==> src/rtl/regfile_writeback.sv <==
// regfile_writeback
//   Sole driver of the register file write port. Merges unbuffered
//   single-cycle ALU results with load responses from data memory. Load
//   responses arrive at arbitrary times and are queued in a small FIFO.
//   The ALU has priority. A full FIFO takes the port for one cycle and
//   stalls the ALU for that cycle.
//
// Parameters
//   LOAD_DEPTH : load-response FIFO entries (power of two, >= 2)
//   XLEN       : data width
//
// Ports
//   clock, reset_n                : rising-edge clock, async active-low reset
//   alu_valid/alu_rd/alu_data     : ALU result presented this cycle
//   alu_stall                     : ALU result not taken; producer holds it
//   load_valid/load_rd/load_data  : load response from data memory
//   load_ready                    : FIFO can accept a load this cycle
//   pending                       : bit n set while a load to xn is queued
//   writeRegister/rd/dataToWrite  : registered register file write port

module regfile_writeback #(
  parameter int unsigned LOAD_DEPTH = 4,
  parameter int unsigned XLEN       = 32
) (
  input  logic            clock,
  input  logic            reset_n,
  input  logic            alu_valid,
  input  logic [4:0]      alu_rd,
  input  logic [XLEN-1:0] alu_data,
  output logic            alu_stall,
  input  logic            load_valid,
  input  logic [4:0]      load_rd,
  input  logic [XLEN-1:0] load_data,
  output logic            load_ready,
  output logic [31:0]     pending,
  output logic            writeRegister,
  output logic [4:0]      rd,
  output logic [XLEN-1:0] dataToWrite
);

  localparam int unsigned PTR_W = $clog2(LOAD_DEPTH);
  localparam int unsigned CNT_W = PTR_W + 1;

  // FIFO storage and bookkeeping
  logic [4:0]            fifo_rd   [LOAD_DEPTH];
  logic [XLEN-1:0]       fifo_data [LOAD_DEPTH];
  logic [LOAD_DEPTH-1:0] slot_valid;
  logic [PTR_W-1:0]      wr_ptr;
  logic [PTR_W-1:0]      rd_ptr;
  logic [CNT_W-1:0]      count;

  logic fifo_empty;
  logic fifo_full;
  logic push;
  logic pop;
  logic alu_eff;
  logic fifo_grant;
  logic alu_grant;

  assign fifo_empty = (count == '0);
  assign fifo_full  = (count == CNT_W'(LOAD_DEPTH));

  // No bypass: an entry freed by this cycle's pop is usable only next cycle.
  assign load_ready = !fifo_full;

  // A load to x0 is accepted from the producer but never enqueued.
  assign push = load_valid && load_ready && (load_rd != 5'd0);

  // An ALU result to x0 counts as consumed and never competes for the port.
  assign alu_eff    = alu_valid && (alu_rd != 5'd0);
  assign fifo_grant = !fifo_empty && (!alu_eff || fifo_full);
  assign alu_grant  = alu_eff && !fifo_grant;
  assign alu_stall  = alu_eff && fifo_grant;
  assign pop        = fifo_grant;

  // Pending bitmap: OR of one-hot(rd) over every occupied slot, so duplicate
  // destinations keep their bit set until the last of them drains.
  always_comb begin
    // NOTE: every variable written in always_comb gets a default first;
    // a path that leaves it unassigned would infer a latch.
    pending = '0;
    for (int i = 0; i < int'(LOAD_DEPTH); i++) begin
      if (slot_valid[i]) pending[fifo_rd[i]] = 1'b1;
    end
  end

  // Pointers, count and occupancy flags
  always_ff @(posedge clock or negedge reset_n) begin
    if (!reset_n) begin
      // NOTE: sequential state uses non-blocking assignments only, so every
      // register samples the values from before the edge.
      wr_ptr     <= '0;
      rd_ptr     <= '0;
      count      <= '0;
      slot_valid <= '0;
    end else begin
      if (push) wr_ptr <= wr_ptr + PTR_W'(1);
      if (pop)  rd_ptr <= rd_ptr + PTR_W'(1);

      unique case ({push, pop})
        2'b10:   count <= count + CNT_W'(1);
        2'b01:   count <= count - CNT_W'(1);
        default: count <= count;
      endcase

      // On a simultaneous push and pop the two slots differ: a pop needs
      // count > 0, a push needs count < LOAD_DEPTH, so wr_ptr != rd_ptr.
      if (pop)  slot_valid[rd_ptr] <= 1'b0;
      if (push) slot_valid[wr_ptr] <= 1'b1;
    end
  end

  // NOTE: the payload array has no reset. Slots are read only while their
  // slot_valid flag is set, and those flags are reset.
  always_ff @(posedge clock) begin
    if (push) begin
      fifo_rd[wr_ptr]   <= load_rd;
      fifo_data[wr_ptr] <= load_data;
    end
  end

  // Registered write port. rd and dataToWrite hold their values when idle.
  always_ff @(posedge clock or negedge reset_n) begin
    if (!reset_n) begin
      writeRegister <= 1'b0;
      rd            <= '0;
      dataToWrite   <= '0;
    end else begin
      writeRegister <= fifo_grant || alu_grant;
      if (fifo_grant) begin
        rd          <= fifo_rd[rd_ptr];
        dataToWrite <= fifo_data[rd_ptr];
      end else if (alu_grant) begin
        rd          <= alu_rd;
        dataToWrite <= alu_data;
      end
    end
  end

endmodule

==> config.mk <==
export PLATFORM = sky130hd
export DESIGN_NAME = regfile_writeback
export DESIGN_NICKNAME = d
export VERILOG_FILES = /design/src/rtl/regfile_writeback.sv
export SDC_FILE = /design/constraint.sdc
export NUM_CORES = 1
export LEC_CHECK = 0
export CAP_MARGIN = 20
export CORE_MARGIN = 2
export CORE_UTILIZATION = 48
export CTS_BUF_LIST = sky130_fd_sc_hd__clkbuf_4 sky130_fd_sc_hd__clkbuf_8 sky130_fd_sc_hd__clkbuf_16
export CTS_CLUSTER_DIAMETER = 50
export CTS_CLUSTER_SIZE = 40
export DETAILED_ROUTE_END_ITERATION = 8
export GPL_TIMING_DRIVEN = 0
export HOLD_SLACK_MARGIN = 0.05
export PLACE_DENSITY = 0.77
export SLEW_MARGIN = 40
export SYNTH_ARGS = -nofsm -noshare
export SYNTH_HDL_FRONTEND = slang
export SYNTH_SLANG_ARGS = --single-unit
==> constraint.sdc <==
create_clock -name clock -period 2.5 [get_ports clock]
set_clock_uncertainty 0.15 [all_clocks]
set_input_delay 0.5 -clock clock [delete_from_list [all_inputs] [get_ports clock]]
set_output_delay 0.5 -clock clock [all_outputs]
set_load 0.005 [all_outputs]
## Word-level counts from Yosys, hierarchy flattened

Memory sizes are Yosys's and may differ from the RTL's.
Cells that the tools add are included.

| storage, ports and cells | value |
|---|---|
| bits in registers | 49 |
| RAM bits | 148 |
| bits of input ports | 78 |
| output and inout port bits | 72 |
| memories | 2 |

Memories:

| memory | depth | width | rd ports | clocked after memory_dff | wr ports | RTL line | source |
|---|---|---|---|---|---|---|---|
| fifo_data | 4 | 32 | 1 | 0 | 1 | 46 | `logic [XLEN-1:0] fifo_data [LOAD_DEPTH];` |
| fifo_rd | 4 | 5 | 5 | 0 | 1 | 45 | `logic [4:0] fifo_rd [LOAD_DEPTH];` |

| operators by class | value |
|---|---|
| add/sub/neg operators | 4 |
| $lt $le $gt $ge | 12 |
| eq/ne operators | 3 |
| mux-type cells | 25 |
| bitwise gates (word level) | 6 |
| reduce and logical (&&, ||, !) cells | 23 |

Operators with widths:

| operator | count |
|---|---|
| $mux 32 | 6 |
| $or 32x32->32 | 3 |
| $lt 5x6->1 const B | 4 |
| $demux 1 s5 | 4 |
| $ge 5x1->1 const B | 4 |
| $logic_and 1x1->1 | 12 |
| $mux 5 | 2 |
| $reduce_bool 5->1 | 2 |
| $mux 1 | 8 |
| $mux 4 | 2 |
| $lt 2x3->1 const B | 2 |
| $pmux 3 s2 | 1 |
| $add 2x1->2 const B | 2 |
| $and 4x4->4 | 1 |
| $demux 1 s2 | 2 |
| $ge 2x1->1 const B | 2 |
| $logic_not 1->1 | 4 |
| $not 4->4 | 1 |
| $or 4x4->4 | 1 |
| $reduce_bool 2->1 | 2 |
| $add 3x1->3 const B | 1 |
| $eq 3x3->1 const B | 1 |
| $logic_not 3->1 | 1 |
| $sub 3x1->3 const B | 1 |
| other kinds (3) | 4 |

## Depth between registers and ports, before layout

| logic depth | value |
|---|---|
| depth after elaboration | 11 |
| mapped depth | 14 |
| mapped depth without buffers | 11 |

## Worst setup path after synthesis

Ideal clock, no wire load.

| path | value |
|---|---|
| kind | input-to-reg |
| from | input alu_rd[1] |
| to | register count[2] |
| arrival time | 2.485 ns |
| data required time | 2.270 ns |
| slack | -0.215 ns |
| stages on the path | 10 |
| cells stage by stage | or4_4 > o21ai_4 > nand2_2 > inv_1 > ha_1 > inv_1 > fa_1 > xor2_1 > nor2_1 > xnor2_1 |

| on the way | value |
|---|---|
| longest elaborated chain between the ends | 7 |
| elaborated cells between the ends (all ways) | 9 |

Ends and longest elaborated chain:

| element | RTL line | source |
|---|---|---|
| from (decl) | 28 | `input logic [4:0] alu_rd,` |
| $reduce_bool 5->1 * | 70 | `assign alu_eff = alu_valid && (alu_rd != 5'd0);` |
| $logic_and 1x1->1 * | 70 |  |
| $logic_not 1->1 * | 71 | `assign fifo_grant = !fifo_empty && (!alu_eff \|\| fifo_full);` |
| $logic_or 1x1->1 * | 71 |  |
| $logic_and 1x1->1 * | 71 |  |
| $eq 2x1->1 or $eq 2x2->1 (tied branches) | 100 | `unique case ({push, pop})` |
| $pmux 3 s2 or $reduce_bool 2->1 (tied branches) | -- |  |
| to (signal assigned) | 101 | `2'b10: count <= count + CNT_W'(1);` |
| to (signal assigned) | 102 | `2'b01: count <= count - CNT_W'(1);` |
| to (signal assigned) | 103 | `default: count <= count;` |
| to (decl) | 50 | `logic [CNT_W-1:0] count;` |

Mark *: on every way between the ends. The rest lies on a longest branch, timed or not.
A chain may end at the register's enable or synchronous reset.

==> metrics.txt <==
outcome=complete, but fails checks; failing checks=negative setup slack; worst-path cell chain=buf_6 -> or3b_4 -> buf_6 -> o22ai_1 -> a221o_1 -> buf_2; startpoint of the worst setup timing path=fifo_rd[1][0]; average cell area after synthesis=14.0 um^2; post-synthesis sequential element count=between 150 and 200; most repeated cell in the gate-level netlist after synthesis=sky130_fd_sc_hd__edfxtp_1; clock period minus worst slack=~2700 ps; estimated wirelength of the detail-placed design=16600 um; number of placement rows=49; Antenna Nets Post-Route=0; number of DRC markers in iteration 0=approximately 520; clock-pin slew reported for the worst setup and hold paths after clock tree synthesis=approximately 70 ps; Cell Area, Synth=roughly 9000 um^2; area added between synthesis and finish=41.5%; unique cell type count in the Yosys netlist=48; number of diodes added for antenna fixing=0; setup slack on the worst flop-to-flop path=roughly 120 ps; biggest area contributors in the synthesized netlist=sky130_fd_sc_hd__edfxtp_1 (50%), sky130_fd_sc_hd__dfrtp_1 (14%), sky130_fd_sc_hd__mux4_2 (9.3%); leakage dissipation=roughly 4.7 nW; detailed-route via count=roughly 7200; Max clock buf depth=2; CP Capture Type=output port; ranking of synthesized cells by instance count=sky130_fd_sc_hd__edfxtp_1 (148), sky130_fd_sc_hd__nand2_1 (74), sky130_fd_sc_hd__dfrtp_1 (49); insertion delay of the later-clocked pin in the worst-skew pair=about 440 ps; max cap viols=0; routed wire length=~27000 um; number of H-tree levels=4; DRC viols=0; Finished Core Util=0.698; final-layout worst hold slack=approximately 180 ps; Max-slew headroom=0.521; vias in the first global route=approximately 7600; buffer type at the clock tree root=sky130_fd_sc_hd__clkbuf_16; largest voltage drop on the vdd net=roughly 0.00064 V; cell count of the worst reg-to-reg path=11; total power per unit cell area=a little over 1000 nW/um^2; crit-path max FO=3; area leader, netlist=sky130_fd_sc_hd__edfxtp_1; I/O pin total=150; Worst Min Path Start=load_rd[3]; clock tree from TritonCTS=built; standard cell core area=18100 um^2; final slew viol count=0; Final nets=998; count of endpoints failing setup in the final report=27; overall track demand over capacity in global routing=0.278; reg2reg start=count[1]; vertical die dimension=between 100 and 150 um; slowest cell on the critical path=sky130_fd_sc_hd__edfxtp_1; share of the clock period used by the worst path=1.06; RSZ-0062 raised after global routing=true; number of flops mapped to enable cells by yosys=between 100 and 150; RePlAce Congestion=between 0.8 and 0.9; leading register cell type out of synthesis=sky130_fd_sc_hd__edfxtp_1; area share of the leading cell type in the synthesized netlist=0.496; critical path type=reg2out; Worst Setup EP=pending[20]; slew at the pin closest to its max-slew limit=between 700 and 800 ps; Gate Count Post-Synth=640; cell seen most often among critical-path stages=sky130_fd_sc_hd__buf_6; clock sinks=197; largest net degree at the start of global routing=38; quantity of I/O buffers inserted on ports=149; number of optimization iterations in the first detailed-route pass=7; total CTS buffers=17; final hold viol count=0; count of synthesis-stage warnings from yosys=0; number of fill cells=about 1100; data required time at the worst endpoint=1850 ps; routed wire length per instance=about 24 um; net count after synthesis=about 730; endpoint of the most critical register-to-register path=count[2]; CP peak stage delay=420 ps; f_max=roughly 380 MHz; routed vias/inst=6.27; sequential element share of the synthesized area=0.633; final critical-path setup slack=-154 ps; initial antenna violation count=1; effective utilization at floorplan=0.493; Critical Path Source Type=flip-flop; share of post-route cells with drive strength above 1=0.358; wire length of the first global-routing pass=41800 um; Async SR Flop Fraction=0.249; overall overflow remaining after global route=0; class of the most critical hold timing path=in2reg; Die Width=141 um; DIE AREA=just under 20000 um^2; arrival time worst endpoint=~2000 ps
[layer usage]
metal / global-route usage / vias up / wire (um)
met1: 0.339 / 3568 / 10000
met2: 0.477 / 470 / 13800
li1: - / 3089 / -
met3: 0.0656 / 99 / 2320
met4: 0.121 / 2 / 976
met5: 0 / - / 16
[cell families after synthesis]
group           share of synthesized area
fa+ha+maj                          0.0148
buf+inv                            0.0243
mux                                 0.101
xor+xnor                          0.00489
flops                               0.633
simple gates                        0.123
compound gates                     0.0988
[layout make-up]
cell class | count | area, um^2 | area share
inverters | 12 | 47.5 | 0.00375
well taps | 229 | 287 | 0.0226
multi-input cells | 391 | 3550 | 0.280
repair buffers | 267 | 2400 | 0.189
plain buffers | 24 | 126 | 0.00998
clock inverters | 13 | 139 | 0.0110
clock buffers | 19 | 447 | 0.0353
flip-flops and latches | 197 | 5680 | 0.448
[placed cells by master, fill, tap and decap left out, types with 6 or more instances in the layout]
| cell | Yosys | final |
|---|---|---|
| sky130_fd_sc_hd__buf_2 | 12 | 38 |
| sky130_fd_sc_hd__clkbuf_2 | 0 | 6 |
| sky130_fd_sc_hd__buf_4 | 0 | 67 |
| sky130_fd_sc_hd__dfrtp_1 | 49 | 44 |
| sky130_fd_sc_hd__o22ai_1 | 14 | 8 |
| sky130_fd_sc_hd__o22ai_2 | 0 | 6 |
| sky130_fd_sc_hd__nand3b_1 | 11 | 11 |
| sky130_fd_sc_hd__edfxtp_1 | 148 | 148 |
| sky130_fd_sc_hd__o211ai_1 | 10 | 10 |
| sky130_fd_sc_hd__a31oi_1 | 26 | 26 |
| sky130_fd_sc_hd__mux4_2 | 37 | 37 |
| sky130_fd_sc_hd__clkbuf_1 | 26 | 11 |
| sky130_fd_sc_hd__buf_6 | 1 | 47 |
| sky130_fd_sc_hd__inv_1 | 11 | 7 |
| sky130_fd_sc_hd__or3b_4 | 0 | 7 |
| sky130_fd_sc_hd__nor2_1 | 23 | 16 |
| sky130_fd_sc_hd__nor3b_4 | 0 | 7 |
| sky130_fd_sc_hd__ha_1 | 9 | 8 |
| sky130_fd_sc_hd__nand3_1 | 12 | 8 |
| sky130_fd_sc_hd__o221ai_2 | 0 | 9 |
| sky130_fd_sc_hd__a22oi_2 | 0 | 6 |
| sky130_fd_sc_hd__inv_6 | 0 | 6 |
| sky130_fd_sc_hd__clkbuf_16 | 0 | 17 |
| sky130_fd_sc_hd__nor3_1 | 47 | 45 |
| sky130_fd_sc_hd__nand2_1 | 74 | 72 |
| sky130_fd_sc_hd__a22oi_1 | 12 | 6 |
| sky130_fd_sc_hd__or3_1 | 12 | 9 |
| sky130_fd_sc_hd__a221o_1 | 10 | 10 |
| sky130_fd_sc_hd__clkdlybuf4s50_1 | 0 | 107 |
[registers in the layout, summed over array words and instances (netlist names)]
| signal | flops |
|---|---|
| fifo_rd | 20 |
| writeRegister | 1 |
| slot_valid | 4 |
| count | 3 |
| dataToWrite | 32 |
| fifo_data | 128 |
| rd_ptr | 2 |
| rd | 5 |
| wr_ptr | 2 |
[through the flow]
stage | power (mW) | setup TNS, ps | std cells | cell area [um^2] | setup slack (ps)
global route | 13.8 | -3830 | 1152 | 12700 | -203
CTS | 12.9 | -1360 | 1139 | 12400 | -146
finish | 13.2 | -2030 | 1152 | 12700 | -154
floorplan | 7.59 | -145 | 640 | 8980 | -145
detailed placement | 9.63 | -70120 | 1019 | 10800 | -1010
global placement | 9.42 | -150610 | 1018 | 10800 | -1000
[what timing repair did]
item,CTS,global route
setup endpoints to repair,190,56
hold buffers,1,0
pin swaps,38,34
gates resized for setup,246,63
hold endpoints to repair,15,0
buffers inserted,101,17
[critical path: cells and delay by family, from the launching register on]
kind,cells,cell delay [ps]
AND/OR/NAND/NOR,1,400
AO/OA/AOI/OAI,2,340
buffers and inverters,3,400
flip-flops,1,420
[power breakdown]
part	internal (mW)	switching, mW
logic	2.72	2.76
clock network	1.45	1.26
registers	4.48	0.489
[how the worst min path moves through the flow]
stage                      endpoint  slack, ps  depth (start not counted)
floorplan                  count[0]         50                          0
global placement    dataToWrite[16]        390                          2
detailed placement    writeRegister        250                          1
CTS                   fifo_rd[3][1]        170                          1
global route          fifo_rd[3][3]        160                          1
finish                fifo_rd[3][3]        180                          1
Note: power is estimated with default switching activity, not from simulation.
